===== src/rtl/rc4_encrypt_msg.sv =====
// RC4 PRGA encryptor: steps the keystream over a KSA-initialised S RAM and
// writes plaintext XOR keystream to the ciphertext RAM, rejecting bytes outside the alphabet.
module rc4_encrypt_msg #(
  parameter int unsigned MSG_LEN = 32,
  parameter int unsigned K_W     = 5
) (
  input  logic           clk,
  input  logic           reset,
  input  logic           start,
  output logic           em_done,
  output logic           em_invalid,
  output logic [7:0]     s_address,
  output logic [7:0]     s_data,
  output logic           s_wren,
  input  logic [7:0]     s_q,
  output logic [K_W-1:0] pt_address,
  input  logic [7:0]     pt_q,
  output logic [K_W-1:0] ct_address,
  output logic [7:0]     ct_data,
  output logic           ct_wren
);

  localparam logic [K_W-1:0] K_LAST = K_W'(MSG_LEN - 1);

  typedef enum logic [4:0] {
    S_IDLE, S_CLR, S_PT_RD, S_PT_WAIT, S_PT_CHK, S_INC_I,
    S_SI_RD, S_SI_WAIT, S_SI_SAVE, S_CALC_J,
    S_SJ_RD, S_SJ_WAIT, S_SJ_SAVE,
    S_WR_J, S_WR_GAP, S_WR_I,
    S_F_RD, S_F_WAIT, S_F_SAVE,
    S_CT_WR, S_CT_NEXT, S_DONE, S_INVALID
  } state_t;

  state_t         state_q;
  logic [7:0]     i_q, j_q, p_q, si_q, sj_q, f_q;
  logic [K_W-1:0] k_q;
  logic           em_done_q, em_invalid_q, s_wren_q, ct_wren_q;
  logic [7:0]     s_address_q, s_data_q, ct_data_q;
  logic [K_W-1:0] pt_address_q, ct_address_q;

  // Byte is legal only if it is a space or a lowercase letter.
  function automatic logic bad_byte(input logic [7:0] b);
    return ((b < 8'h61) && (b != 8'h20)) || (b > 8'h7A);
  endfunction

  // Each RAM read is address -> wait -> sample, matching the two-clock q latency.
  always_ff @(posedge clk or posedge reset) begin
    if (reset) begin
      state_q      <= S_IDLE;
      i_q          <= '0;
      j_q          <= '0;
      k_q          <= '0;
      p_q          <= '0;
      si_q         <= '0;
      sj_q         <= '0;
      f_q          <= '0;
      em_done_q    <= 1'b0;
      em_invalid_q <= 1'b0;
      s_address_q  <= '0;
      s_data_q     <= '0;
      s_wren_q     <= 1'b0;
      pt_address_q <= '0;
      ct_address_q <= '0;
      ct_data_q    <= '0;
      ct_wren_q    <= 1'b0;
    end else begin
      s_wren_q  <= 1'b0;
      ct_wren_q <= 1'b0;
      case (state_q)
        S_IDLE:    if (start) state_q <= S_CLR;
        S_CLR: begin
          i_q     <= '0;
          j_q     <= '0;
          k_q     <= '0;
          state_q <= S_PT_RD;
        end
        S_PT_RD: begin
          pt_address_q <= k_q;
          state_q      <= S_PT_WAIT;
        end
        S_PT_WAIT: state_q <= S_PT_CHK;
        S_PT_CHK: begin
          p_q <= pt_q;
          if (bad_byte(pt_q)) begin
            em_invalid_q <= 1'b1;
            state_q      <= S_INVALID;
          end else begin
            state_q <= S_INC_I;
          end
        end
        S_INC_I: begin
          i_q     <= i_q + 8'd1;
          state_q <= S_SI_RD;
        end
        S_SI_RD: begin
          s_address_q <= i_q;
          state_q     <= S_SI_WAIT;
        end
        S_SI_WAIT: state_q <= S_SI_SAVE;
        S_SI_SAVE: begin
          si_q    <= s_q;
          state_q <= S_CALC_J;
        end
        S_CALC_J: begin
          j_q     <= j_q + si_q;
          state_q <= S_SJ_RD;
        end
        S_SJ_RD: begin
          s_address_q <= j_q;
          state_q     <= S_SJ_WAIT;
        end
        S_SJ_WAIT: state_q <= S_SJ_SAVE;
        S_SJ_SAVE: begin
          sj_q    <= s_q;
          state_q <= S_WR_J;
        end
        // Gap state keeps the two swap writes as separate one-cycle pulses.
        S_WR_J: begin
          s_address_q <= j_q;
          s_data_q    <= si_q;
          s_wren_q    <= 1'b1;
          state_q     <= S_WR_GAP;
        end
        S_WR_GAP:  state_q <= S_WR_I;
        S_WR_I: begin
          s_address_q <= i_q;
          s_data_q    <= sj_q;
          s_wren_q    <= 1'b1;
          state_q     <= S_F_RD;
        end
        S_F_RD: begin
          s_address_q <= si_q + sj_q;
          state_q     <= S_F_WAIT;
        end
        S_F_WAIT:  state_q <= S_F_SAVE;
        S_F_SAVE: begin
          f_q     <= s_q;
          state_q <= S_CT_WR;
        end
        S_CT_WR: begin
          ct_address_q <= k_q;
          ct_data_q    <= p_q ^ f_q;
          ct_wren_q    <= 1'b1;
          state_q      <= S_CT_NEXT;
        end
        S_CT_NEXT: begin
          if (k_q == K_LAST) begin
            em_done_q <= 1'b1;
            state_q   <= S_DONE;
          end else begin
            k_q     <= k_q + K_W'(1);
            state_q <= S_PT_RD;
          end
        end
        S_DONE:    state_q <= S_DONE;
        S_INVALID: state_q <= S_INVALID;
        default:   state_q <= S_IDLE;
      endcase
    end
  end

  assign em_done    = em_done_q;
  assign em_invalid = em_invalid_q;
  assign s_address  = s_address_q;
  assign s_data     = s_data_q;
  assign s_wren     = s_wren_q;
  assign pt_address = pt_address_q;
  assign ct_address = ct_address_q;
  assign ct_data    = ct_data_q;
  assign ct_wren    = ct_wren_q;

endmodule


===== config.mk =====
export PLATFORM = sky130hd
export DESIGN_NAME = rc4_encrypt_msg
export DESIGN_NICKNAME = d
export VERILOG_FILES = /design/src/rtl/rc4_encrypt_msg.sv
export SDC_FILE = /design/constraint.sdc
export NUM_CORES = 1
export LEC_CHECK = 0
export BUFFER_PORTS_ARGS = -buffer_cell sky130_fd_sc_hd__buf_4
export CAP_MARGIN = 10
export CORE_UTILIZATION = 55
export CTS_BUF_LIST = sky130_fd_sc_hd__clkbuf_2 sky130_fd_sc_hd__clkbuf_4 sky130_fd_sc_hd__clkbuf_8
export CTS_CLUSTER_DIAMETER = 50
export DETAILED_ROUTE_END_ITERATION = 16
export PLACE_DENSITY = 0.79
export SYNTH_ARGS = -nofsm -noshare
export SYNTH_HDL_FRONTEND = slang
export SYNTH_SLANG_ARGS = --single-unit
export TNS_END_PERCENT = 30

===== constraint.sdc =====
create_clock -name clk -period 3 [get_ports clk]
set_input_delay 0.6 -clock clk [delete_from_list [all_inputs] [get_ports clk]]
set_output_delay 0.6 -clock clk [all_outputs]
set_load 0.01 [all_outputs]

# Yosys cells after proc, flatten, opt, wreduce, memory -nomap -nowiden
# Index checks and enable logic that the tools add are counted.
# totals
reg_bits	96
inputBits	19
# op_classes
addsub	4
order_cmp	2
eq_ne	26
mux	12
n_bitwise	1
n_reduce_logical	14
# ops
cell	n
5-bit one-hot mux with 23 select lines	1
8-bit one-hot mux with 2 select lines	3
5-bit by 4-bit == test with 1-bit output, second input constant	8
5-bit == test, second input constant	8
8-bit one-hot mux with 3 select lines	1
5-bit by 3-bit == test with 1-bit output, second input constant	4
5-bit two-way mux	4
8-bit adder	2
5-bit by 2-bit == test with 1-bit output, second input constant	2
5-bit one-hot mux with 2 select lines	1
8-bit by 1-bit adder with 8-bit output, second input constant	1
8-bit by 7-bit > comparator with 1-bit output, second input constant	1
8-bit by 7-bit < comparator with 1-bit output, second input constant	1
8-bit by 6-bit != test with 1-bit output, second input constant	1
2-bit nonzero test	4
8-bit bitwise XOR	1
2-bit AND reduction	3
2-bit OR reduction	3
5-bit by 1-bit adder with 5-bit output, second input constant	1
5-bit by 1-bit == test with 1-bit output, second input constant	1
5-bit zero test	1
2-bit != test, second input constant	2
3-bit nonzero test	1
1-bit two-way mux	2
2 further kinds	2

# Logic depth before layout (Yosys ltp)
# Gate-level depths: netlist of the first run.
# logic_depth
word_depth	5
depth_mapped	8
ltp_nobuf	8

# Least setup slack after synthesis of the first run
# Ideal clock, no wire load.
# synth_path
path_kind	flip-flop to flip-flop
start	register si_q[0]
end	register s_address_q[6] (netlist: s_address[6])
arrival_ps	1744
required_ps	2871
path_slack_ps	1128
stages_incl_launch_ff	8
path_buffers	0
synth_period_minus_slack_ps	1872
cell_sequence	dfrtp_1 -> ha_1 -> fa_1 -> a211oi_1 -> o21bai_1 -> a21oi_1 -> mux2i_1 -> a21oi_1
# synth_between
elab_chain_len	2
# synth_lines
element	line	source
from (decl)	35	logic [7:0] i_q, j_q, p_q, si_q, sj_q, f_q;
from (signal assigned)	101	si_q <= s_q;
8-bit adder	132	s_address_q <= si_q + sj_q;
8-bit one-hot mux with 3 select lines	69	case (state_q)
to (signal assigned)	96	s_address_q <= i_q;
to (signal assigned)	126	s_address_q <= i_q;
to (signal assigned)	132	
to (decl)	38	logic [7:0] s_address_q, s_data_q, ct_data_q;
# Every way passes these cells.
# A chain may end at the register's enable or synchronous reset.

# Final worst setup path of the first run
# layout_path
start	register state_q[2]
end	register k_q[3]
# layout_between
elab_chain_len	3
elab_cells_between_ends	6
cone_classes	eq/ne: 3; mux: 1; reduce/logical: 2
# layout_lines
element	line	source
from (decl)	34	state_t state_q;
from (signal assigned)	49	state_q <= S_IDLE;
from (signal assigned)	70	S_IDLE: if (start) state_q <= S_CLR;
from (signal assigned)	75	state_q <= S_PT_RD;
5-bit == test or 5-bit by 1-bit == test with 1-bit output (tied branches)	69	
2-bit != test (no source line) or 2-bit nonzero test (tied branches)	n/a	
2-bit AND reduction (no source line)	n/a	
to (signal assigned)	151	k_q <= k_q + K_W'(1);
to (decl)	36	logic [K_W-1:0] k_q;
# Parallel ways exist; a longest one is shown, timed or not.

==> metrics.md, run 1 <==
| Metric | Value |
|---|---|
| Final setup margin | `0.7720 ns` |
| FF-to-FF setup slack | `0.77 ns` |
| Total Wirelength | `10560 µm` |
| Dpl hpwl | `7673 µm` |
| Vias per cell | `5.871` |
| Post-route ant nets | `0` |
| Post-synthesis cell area | `0.004926 mm²` |
| Hold Crit Class | `in2async` |
| Synth unique cells | `55` |
| Crit share post-route | `74.27%` |
| Max Fclk | `448.8 MHz` |
| Grt total ovfl | `0` |
| Ports | `57` |
| Multi-input gate area | `0.002397 mm²` |
| DRT iter0 DRCs | `168` |
| Routed vias | `3687` |
| Pwr per Cell Area | `1057 mW/mm²` |
| Setup Crit Path Kind | `reg2reg` |
| Starting Density | `56.76%` |
| Seq cells post-synth | `96` |
| Yosys warnings | `0` |
| Cells after DPL | `612` |
| CTS buffer count | `9` |
| Setup violators final | `0` |
| Setup TNS | `0 ns` |
| # port buffers | `56` |
| Req. time, crit path | `3.30 ns` |
| Rows | `34` |
| Core area | `0.008678 mm²` |
| Peak supply drop | `639.4 µV` |
| GR Util All Layers | `24.33%` |
| Pins Over Slew Limit | `0` |
| Crit path max fanout | `25` |
| Drt wl/cell | `16.82 µm` |
| Initial antenna violation count | `0` |
| Htree depth | `3` |
| Final Critical Period | `2.228 ns` |
| Nets | `553` |
| Asr flop ratio synth | `100.0%` |
| Commonest non-fill, non-tap cell in the layout | `dfrtp_1` |
| Router iterations before antenna repair | `5` |
| Max-slew headroom | `50.12%` |
| Post-synth top flop | `dfrtp_1` |
| CTS clk-pin slew, worst paths | `0.11 ns` |
| Die height | `96.64 µm` |
| P&R area growth vs syn | `14.07%` |
| CP arrival | `2.53 ns` |
| Sequential area share after synthesis | `48.77%` |
| Layout cells sized above 1 | `24.62%` |
| Fin area | `0.005619 mm²` |
| Post-synthesis cell count | `461` |
| Placed standard-cell area | `0.005431 mm²` |
| Hold_buf cts | `0` |
| Antenna diodes | `0` |
| Sequential cell area | `0.002402 mm²` |
| Status | `finished, final reports clean` |
| Clk Latency, worst-skew pair | `0.38 ns` |
| Number of global-route vias before repair | `3703` |
| Die width | `96.64 µm` |
| Syn Nets | `499` |
| RSZ-0062 raised after global routing | `no` |
| Clock buffer depth | `2` |
| RR Endpoint | `k_q[3]` |
| Number of gates resized after cts | `0` |
| TritonCTS clock tree | `yes` |
| Postcts setup bufs | `0` |
| Tightest Pin Transition | `0.7482 ns` |
| Die area | `0.009338 mm²` |
| Post-synth EDFFs | `0` |
| Post-route insts no fill | `628` |
| Skew final | `0.01536 ns` |
| Reg2reg path depth | `5` |
| Largest net degree at the start of global routing | `67` |
| First-pass GRT wire length | `18110 µm` |
| Max-Cap Viols | `0` |
| Hold Violations, Final | `0` |
| CTS Sinks | `96` |
| Most frequent cells in the layout | `96 x dfrtp_1, 58 x buf_4, 50 x nand2_1` |
| Remaining DRCs | `0` |
| Crit start category | `register` |
| R2r startpoint | `state_q[2]` |
| Avg Inst Size Synth | `10.69 µm²` |
| Filler instances | `732` |
| Clk root buf | `clkbuf_8` |
| Place WS | `0.8171 ns` |
| GP Congestion | `0.8334` |
| Lkg Pwr | `2.630 nW` |
| Nature of the critical path endpoint | `register` |
## synthesized netlist by cell type, drive strengths merged (5+ instances only)
library cell	instances	area, µm²
buf	11	70.07
mux2	42	473.0
inv	10	37.54
ha	17	212.7
nand2	50	187.7
nand2b	8	50.05
a21o	6	45.04
nand3	15	80.08
nor3	11	70.07
dfrtp	96	2402
o21ai	30	150.1
xnor2	13	113.9
clkbuf	5	18.77
a21oi	27	135.1
a221oi	6	52.55
mux2i	13	130.1
nor2b	5	38.78
nor2	32	120.1
xor2	6	52.55
## sequential cells by signal (all words and copies together), names as in the netlist, 8 cells and up
| register | cells |
|---|---|
| ct_data | 8 |
| si_q | 8 |
| p_q | 8 |
| j_q | 8 |
| s_address | 8 |
| s_data | 8 |
| i_q | 8 |
| sj_q | 8 |
| f_q | 8 |
## worst max-delay path by stage
| stage | start | endpoint | cells after the start |
|---|---|---|---|
| 3_3_place_gp | state_q[2] | s_address[6] | 6 |
| 2_1_floorplan | si_q[0] | s_address[6] | 7 |
| 5_1_grt | state_q[2] | s_address[2] | 6 |
| 6_report | state_q[2] | k_q[3] | 5 |
| 4_1_cts | state_q[2] | k_q[3] | 5 |
| 3_5_place_dp | state_q[2] | k_q[3] | 5 |
## area by class of cell
cell class	count	share of cell area [%]
clock inverter	7	1.136
clock buffer	9	2.204
tap	108	2.405
timing repair buffer	59	8.105
inverter	10	0.7348
multi-input combinational	339	42.66
sequential	96	42.75
## through the flow
step                hold slack (ns)  utilization [%]  total power, mW
floorplan                    0.4471                -            4.291
global placement             0.4653            62.59            5.003
detailed placement           0.4570            62.59            5.119
CTS                          0.3271            64.75            5.950
global route                 0.3591            64.75            6.416
finish                       0.3176            64.75            5.941
## cell families (layout without fill, tap and decap cells)
group | Yosys count | in the layout | synth area share, %
compound gates | 101 | 101 | 13.11
xor+xnor | 19 | 19 | 3.378
fa+ha+maj | 19 | 19 | 5.131
buf+inv | 26 | 85 | 2.566
flops | 96 | 96 | 48.77
mux | 55 | 55 | 12.24
simple gates | 145 | 145 | 14.81
## worst max-delay path: stages (launching register included)
cell and delay [ns]:
dfrtp_1 0.84, inv_1 0.37, nor4b_4 0.52, nand4_1 0.18, xor2_1 0.16, nor2_1 0.09
## routing by layer
metal	track usage [%]	share of wire, %	up-vias
met3	4.263	4.0	15
li1	-	-	1769
met5	0	0	-
met2	38.46	47	104
met4	8.381	1.8	0
met1	34.01	48	1799
## power breakdown
part	internal, mW	switching (mW)	total (mW)
clock network	0.319	0.493	0.812
logic	1.35	1.37	2.72
registers	1.82	0.585	2.41
total	3.49	2.45	5.94
(Power assumes the default switching activity.)
==> run 2: changes to the inputs <==
==> constraint.sdc (replaced) <==
create_clock -name clk -period 1.8 [get_ports clk]
set_input_delay 0.36 -clock clk [delete_from_list [all_inputs] [get_ports clk]]
set_output_delay 0.36 -clock clk [all_outputs]
set_load 0.01 [all_outputs]
==> metrics.md, run 2 (same netlist as run 1, synthesis figures left out) <==
| Metric | Value |
|---|---|
| Status | `finished, violations left` |
| Violated checks | `setup timing` |
| Clk Latency, worst-skew pair | `0.37 ns (about the same)` |
| CTS clk-pin slew, worst paths | `0.11 ns (about the same)` |
| Crit share post-route | `103.9% (+30 points)` |
| RSZ-0062 raised after global routing | `yes` |
| GR Util All Layers | `25.44% (+1.1 points)` |
| Peak supply drop | `850.4 µV (+33%)` |
| Nets | `606 (+9.6%)` |
| Placed standard-cell area | `0.005854 mm² (+7.8%)` |
| First-pass GRT wire length | `19110 µm (+5.5%)` |
| Htree depth | `3 (unchanged)` |
| Crit start category | `register` |
| Hold Crit Class | `in2async` |
| Fin area | `0.006181 mm² (+10%)` |
| CP arrival | `2.12 ns (-0.41 ns)` |
| Ports | `57 (unchanged)` |
| Rows | `34 (unchanged)` |
| Req. time, crit path | `2.05 ns (-1.25 ns)` |
| Antenna diodes | `0 (unchanged)` |
| Postcts setup bufs | `0 (unchanged)` |
| Dpl hpwl | `8473 µm (+10%)` |
| Hold_buf cts | `0 (unchanged)` |
| Pwr per Cell Area | `1810 mW/mm² (+71%)` |
| Comb pwr share | `52.4% (+6.6 points)` |
| Max Fclk | `534.9 MHz (+19%)` |
| Internal power | `6.674 mW (+91%)` |
| Router iterations before antenna repair | `5 (unchanged)` |
| Final setup margin | `-0.06956 ns (-0.8415 ns)` |
| Setup TNS | `-0.1755 ns (-0.1755 ns)` |
| CTS Sinks | `96 (unchanged)` |
| Pins Over Slew Limit | `0 (unchanged)` |
| Die height | `96.64 µm (unchanged)` |
| Die area | `0.009338 mm² (unchanged)` |
| Die width | `96.64 µm (unchanged)` |
| Crit path max fanout | `5 (-80%)` |
| Setup violators final | `4 (+4)` |
| Lkg Pwr | `2.900 nW (+10%)` |
| Max-slew headroom | `66.50% (+16 points)` |
| Setup Crit Path Kind | `reg2reg` |
| Final Critical Period | `1.870 ns (-0.3585 ns)` |
| Clk root buf | `clkbuf_8` |
| Nature of the critical path endpoint | `register` |
| P&R area growth vs syn | `25.48%` |
| Number of global-route vias before repair | `3903 (+5.4%)` |
| Largest net degree at the start of global routing | `97 (+45%)` |
| DRT iter0 DRCs | `154 (-8.3%)` |
| Clock share of power | `12.6% (-1.1 points)` |
| Remaining DRCs | `0 (unchanged)` |
| Drt wl/cell | `17.09 µm (+1.6%)` |
| Tightest Pin Transition | `0.5025 ns (-0.2457 ns)` |
| Max-Cap Viols | `0 (unchanged)` |
| Clock buffer depth | `2 (unchanged)` |
| Initial antenna violation count | `0 (unchanged)` |
| Net switching power | `4.516 mW (+84%)` |
| CTS buffer count | `9 (unchanged)` |
| Hold Violations, Final | `0 (unchanged)` |
| Skew final | `0.01174 ns (-0.003616 ns)` |
| # port buffers | `56 (unchanged)` |
| Switching power share of the total | `40.36% (-0.91 points)` |
| Starting Density | `56.76% (unchanged)` |
| Commonest non-fill, non-tap cell in the layout | `buf_4` |
| TritonCTS clock tree | `yes` |
| Total Wirelength | `11640 µm (+10%)` |
| Most frequent cells in the layout | `107 x buf_4, 92 x dfrtp_1, 50 x nand2_1` |
| Flop pwr share | `35.0% (-5.6 points)` |
| Post-route ant nets | `0 (unchanged)` |
| Core area | `0.008678 mm² (unchanged)` |
| GP Congestion | `0.8616 (+3.4%)` |
| Grt total ovfl | `0 (unchanged)` |
| Vias per cell | `5.755 (-2.0%)` |
| Routed vias | `3919 (+6.3%)` |
| Layout cells sized above 1 | `35.60% (+11 points)` |
-- run 2: cell type report --
| type | instances | area, µm² |
|---|---|---|
| inverter | 10 | 41.29 |
| fill | 671 | 2497 |
| timing repair buffer | 112 | 885.9 |
| clock inverter | 7 | 73.82 |
| tap | 108 | 135.1 |
| clock buffer | 9 | 123.9 |
| multi-input combinational | 339 | 2514 |
| sequential | 96 | 2407 |
-- run 2: metrics by stage --
stage | worst slack [ns] | total power [mW] | hold WS (ns) | util, % | instances
floorplan | -0.07240 | 7.152 | 0.4471 | - | 461
global placement | -0.1179 | 9.091 | 0.4532 | 67.46 | 665
detailed placement | -0.1737 | 9.364 | 0.4601 | 67.46 | 665
CTS | -0.04054 | 11.05 | 0.1531 | 70.78 | 681
global route | -0.1693 | 11.94 | 0.1657 | 71.22 | 681
finish | -0.06956 | 11.19 | 0.1225 | 71.22 | 681
-- run 2: power groups by stage --
stage	Sequential (mW)	Combinational, mW	Clock, mW
CTS	3.90	5.73	1.42
global placement	3.86	5.23	0
floorplan	3.80	3.35	0
detailed placement	3.91	5.45	0
finish	3.92	5.86	1.41
global route	4.03	6.40	1.51
-- run 2: worst max-delay path: stages, from the launching register on --
cell and delay [ns]:
dfrtp_2 0.47, buf_6 0.14, fa_2 0.40, a211oi_2 0.19
o21bai_1 0.10, a21oi_1 0.15, mux2i_1 0.20, a21oi_1 0.09
-- run 2: repair_timing --
action,in CTS,in global routing
endpoints found under the setup margin,14,17
pin swaps,9,8
gates resized for setup,21,9
-- run 2: layer usage --
metal	wire length (µm)	vias to the layer above	share of wire, %	GRT usage [%]
li1	-	1872	-	-
met1	5169	1940	44	34.62
met2	5861	89	50	42.58
met3	392	18	3.4	2.962
met4	212	0	1.8	8.381
met5	0	-	0	0
-- run 2: worst paths after layout --
| check | cells after the start | startpoint | slack [ns] | to |
|---|---|---|---|---|
| min in group clk | 2 | pt_q[7] | 0.23 | p_q[7] |
| min | 3 | reset | 0.12 | i_q[6] |
| min reg2reg | 1 | em_invalid | 0.48 | em_invalid |
| max | 7 | si_q[1] | -0.07 | s_address[6] |
| max in group asynchronous | 3 | reset | 1.27 | state_q[1] |
| max reg2reg | 7 | si_q[1] | -0.07 | s_address[6] |
==> run 3: changes to the inputs <==
--- a/config.mk
+++ b/config.mk
@@ -7,11 +7,11 @@
 export LEC_CHECK = 0
 export BUFFER_PORTS_ARGS = -buffer_cell sky130_fd_sc_hd__buf_4
 export CAP_MARGIN = 10
-export CORE_UTILIZATION = 55
+export CORE_UTILIZATION = 61
 export CTS_BUF_LIST = sky130_fd_sc_hd__clkbuf_2 sky130_fd_sc_hd__clkbuf_4 sky130_fd_sc_hd__clkbuf_8
 export CTS_CLUSTER_DIAMETER = 50
 export DETAILED_ROUTE_END_ITERATION = 16
-export PLACE_DENSITY = 0.79
+export PLACE_DENSITY = 0.8
 export SYNTH_ARGS = -nofsm -noshare
 export SYNTH_HDL_FRONTEND = slang
 export SYNTH_SLANG_ARGS = --single-unit
==> constraint.sdc (replaced) <==
create_clock -name clk -period 2 [get_ports clk]
set_input_delay 0.4 -clock clk [delete_from_list [all_inputs] [get_ports clk]]
set_output_delay 0.4 -clock clk [all_outputs]
set_load 0.01 [all_outputs]
==> metrics.md, run 3 (same netlist as run 1, synthesis figures left out) <==
| Metric | Value |
|---|---|
| CTS Sinks | `96 (unchanged)` |
| Ports | `57 (unchanged)` |
| Routed vias | `3839 (-2.0%)` |
| Fin area | `0.005883 mm² (-4.8%)` |
| DRT iter0 DRCs | `267 (+73%)` |
| Hold Violations, Final | `0 (unchanged)` |
| Final total power | `9.379 mW (-16%)` |
| Switching power share of the total | `40.81% (+0.45 points)` |
| Number of global-route vias before repair | `3756 (-3.8%)` |
| Clock share of power | `13.0% (+0.4 points)` |
| RSZ-0062 raised after global routing | `yes` |
| Starting Density | `63.42% (+6.7 points)` |
| Max-slew headroom | `63.54% (-3.0 points)` |
| Pins Over Slew Limit | `0 (unchanged)` |
| Crit path max fanout | `3 (-2)` |
| Comb pwr share | `48.9% (-3.5 points)` |
| Grt total ovfl | `0 (unchanged)` |
| Post-route ant nets | `0 (unchanged)` |
| Htree depth | `3 (unchanged)` |
| Total Wirelength | `10940 µm (-6.0%)` |
| Setup Crit Path Kind | `reg2reg` |
| TritonCTS clock tree | `yes` |
| Nature of the critical path endpoint | `register` |
| # port buffers | `56 (unchanged)` |
| Hold Crit Class | `in2async` |
| Largest net degree at the start of global routing | `97 (unchanged)` |
| Die width | `91.87 µm (-4.9%)` |
| Lkg Pwr | `2.762 nW (-4.8%)` |
| CP arrival | `2.26 ns (+0.14 ns)` |
| Status | `finished, final reports clean` |
| Crit start category | `register` |
| Req. time, crit path | `2.30 ns (+0.25 ns)` |
| Final Critical Period | `1.969 ns (+0.09955 ns)` |
| Nets | `579 (-4.5%)` |
| Max Fclk | `507.8 MHz (-5.1%)` |
| CTS clk-pin slew, worst paths | `0.10 ns (about the same)` |
| Max-Cap Viols | `0 (unchanged)` |
| Placed standard-cell area | `0.005604 mm² (-4.3%)` |
| Pwr per Cell Area | `1594 mW/mm² (-12%)` |
| GR Util All Layers | `27.32% (+1.9 points)` |
| Most frequent cells in the layout | `94 x dfrtp_1, 83 x buf_4, 50 x nand2_1` |
| Setup violators final | `0 (-4)` |
| Dpl hpwl | `7911 µm (-6.6%)` |
| First-pass GRT wire length | `18080 µm (-5.4%)` |
| Die area | `0.008439 mm² (-9.6%)` |
| Flop pwr share | `38.1% (+3.1 points)` |
| Clock buffer depth | `2 (unchanged)` |
| Vias per cell | `5.915 (+2.8%)` |
| Crit share post-route | `98.46% (-5.4 points)` |
| Initial antenna violation count | `1 (+1)` |
| Peak supply drop | `788.2 µV (-7.3%)` |
| Internal power | `5.552 mW (-17%)` |
| Clk Latency, worst-skew pair | `0.37 ns (about the same)` |
| Tightest Pin Transition | `0.5439 ns (+0.04140 ns)` |
| Setup TNS | `0 ns (+0.1755 ns)` |
| Skew final | `0.01108 ns (-0.0006638 ns)` |
| Router iterations before antenna repair | `5 (unchanged)` |
| Commonest non-fill, non-tap cell in the layout | `dfrtp_1` |
| P&R area growth vs syn | `19.43%` |
| Layout cells sized above 1 | `30.22% (-5.4 points)` |
| GP Congestion | `0.8937 (+3.7%)` |
| Net switching power | `3.827 mW (-15%)` |
| CTS buffer count | `9 (unchanged)` |
| Core area | `0.007767 mm² (-10%)` |
| Drt wl/cell | `16.86 µm (-1.3%)` |
| Die height | `91.87 µm (-4.9%)` |
| Rows | `32 (-5.9%)` |
| Clk root buf | `clkbuf_8` |
| Utilization after layout | `75.74% (+4.5 points)` |
| Remaining DRCs | `0 (unchanged)` |
-- run 3: cell types whose count changed in the layout (fill, tap and decap cells not counted), moves of 2 or more --
cell and delta:
a21oi_1 +2, a21oi_2 -2, buf_12 -2, buf_4 -24
clkinv_4 +2, clkinvlp_4 -2, dfrtp_1 +2, dfrtp_2 -2
ha_1 +3, ha_2 -3
-- run 3: worst max-delay path, cell delays in order, from the launching register on --
cell and delay, ns:
dfrtp_1 0.46, ha_4 0.21, fa_2 0.41, buf_6 0.13
a21o_1 0.14, a21oi_1 0.17, xnor2_1 0.14, a21oi_1 0.08
a21oi_1 0.15
-- run 3: final timing paths --
path                            start           end  slack [ns]  depth (start not counted)
max in group asynchronous       reset        f_q[5]        1.46                          3
min in group clk              pt_q[2]        p_q[2]        0.27                          2
setup reg to reg              sj_q[0]  s_address[4]        0.03                          8
hold reg to reg            em_invalid    em_invalid        0.49                          1
setup / recovery              sj_q[0]  s_address[4]        0.03                          8
hold / removal                  reset        i_q[5]        0.16                          3
-- run 3: metal layers --
metal	up-vias	GRT usage [%]	wire length [µm]
met2	122	44.15	5432
met4	0	10.68	246
met5	-	0	0
met3	24	4.063	474
met1	1871	37.33	4788
li1	1822	-	-
-- run 3: power groups by stage --
stage	clock [mW]	combinational, mW	sequential [mW]
finish	1.22	4.58	3.58
global route	1.32	5.04	3.67
CTS	1.24	4.36	3.53
detailed placement	0	4.32	3.57
global placement	0	4.16	3.52
floorplan	0	3.02	3.42
-- run 3: cell type report --
class | count | area (µm²)
timing repair buffer | 85 | 654.4
fill | 559 | 1884
clock inverter | 7 | 62.56
sequential | 96 | 2405
antenna | 1 | 2.502
inverter | 10 | 41.29
multi-input combinational | 339 | 2466
tap | 102 | 127.6
clock buffer | 9 | 123.9
-- run 3: repair_timing --
| action | 4_1_cts | 5_1_grt |
|---|---|---|
| gates resized for setup | 2 | 14 |
| setup buffers | 0 | 2 |
| pin swaps | 0 | 5 |
| cloned | 0 | 0 |
| hold buffers | 0 | 0 |
| setup endpoints to repair | 1 | 9 |
-- run 3: per-stage QoR --
step           std cells  hold slack [ns]  setup slack [ns]
6_report             649           0.1642           0.03089
5_1_grt              648           0.2081          -0.03541
4_1_cts              646           0.1902           0.03471
3_5_place_dp         630           0.4603          -0.02882
3_3_place_gp         630           0.4547           0.05020
2_1_floorplan        461           0.4471            0.1276
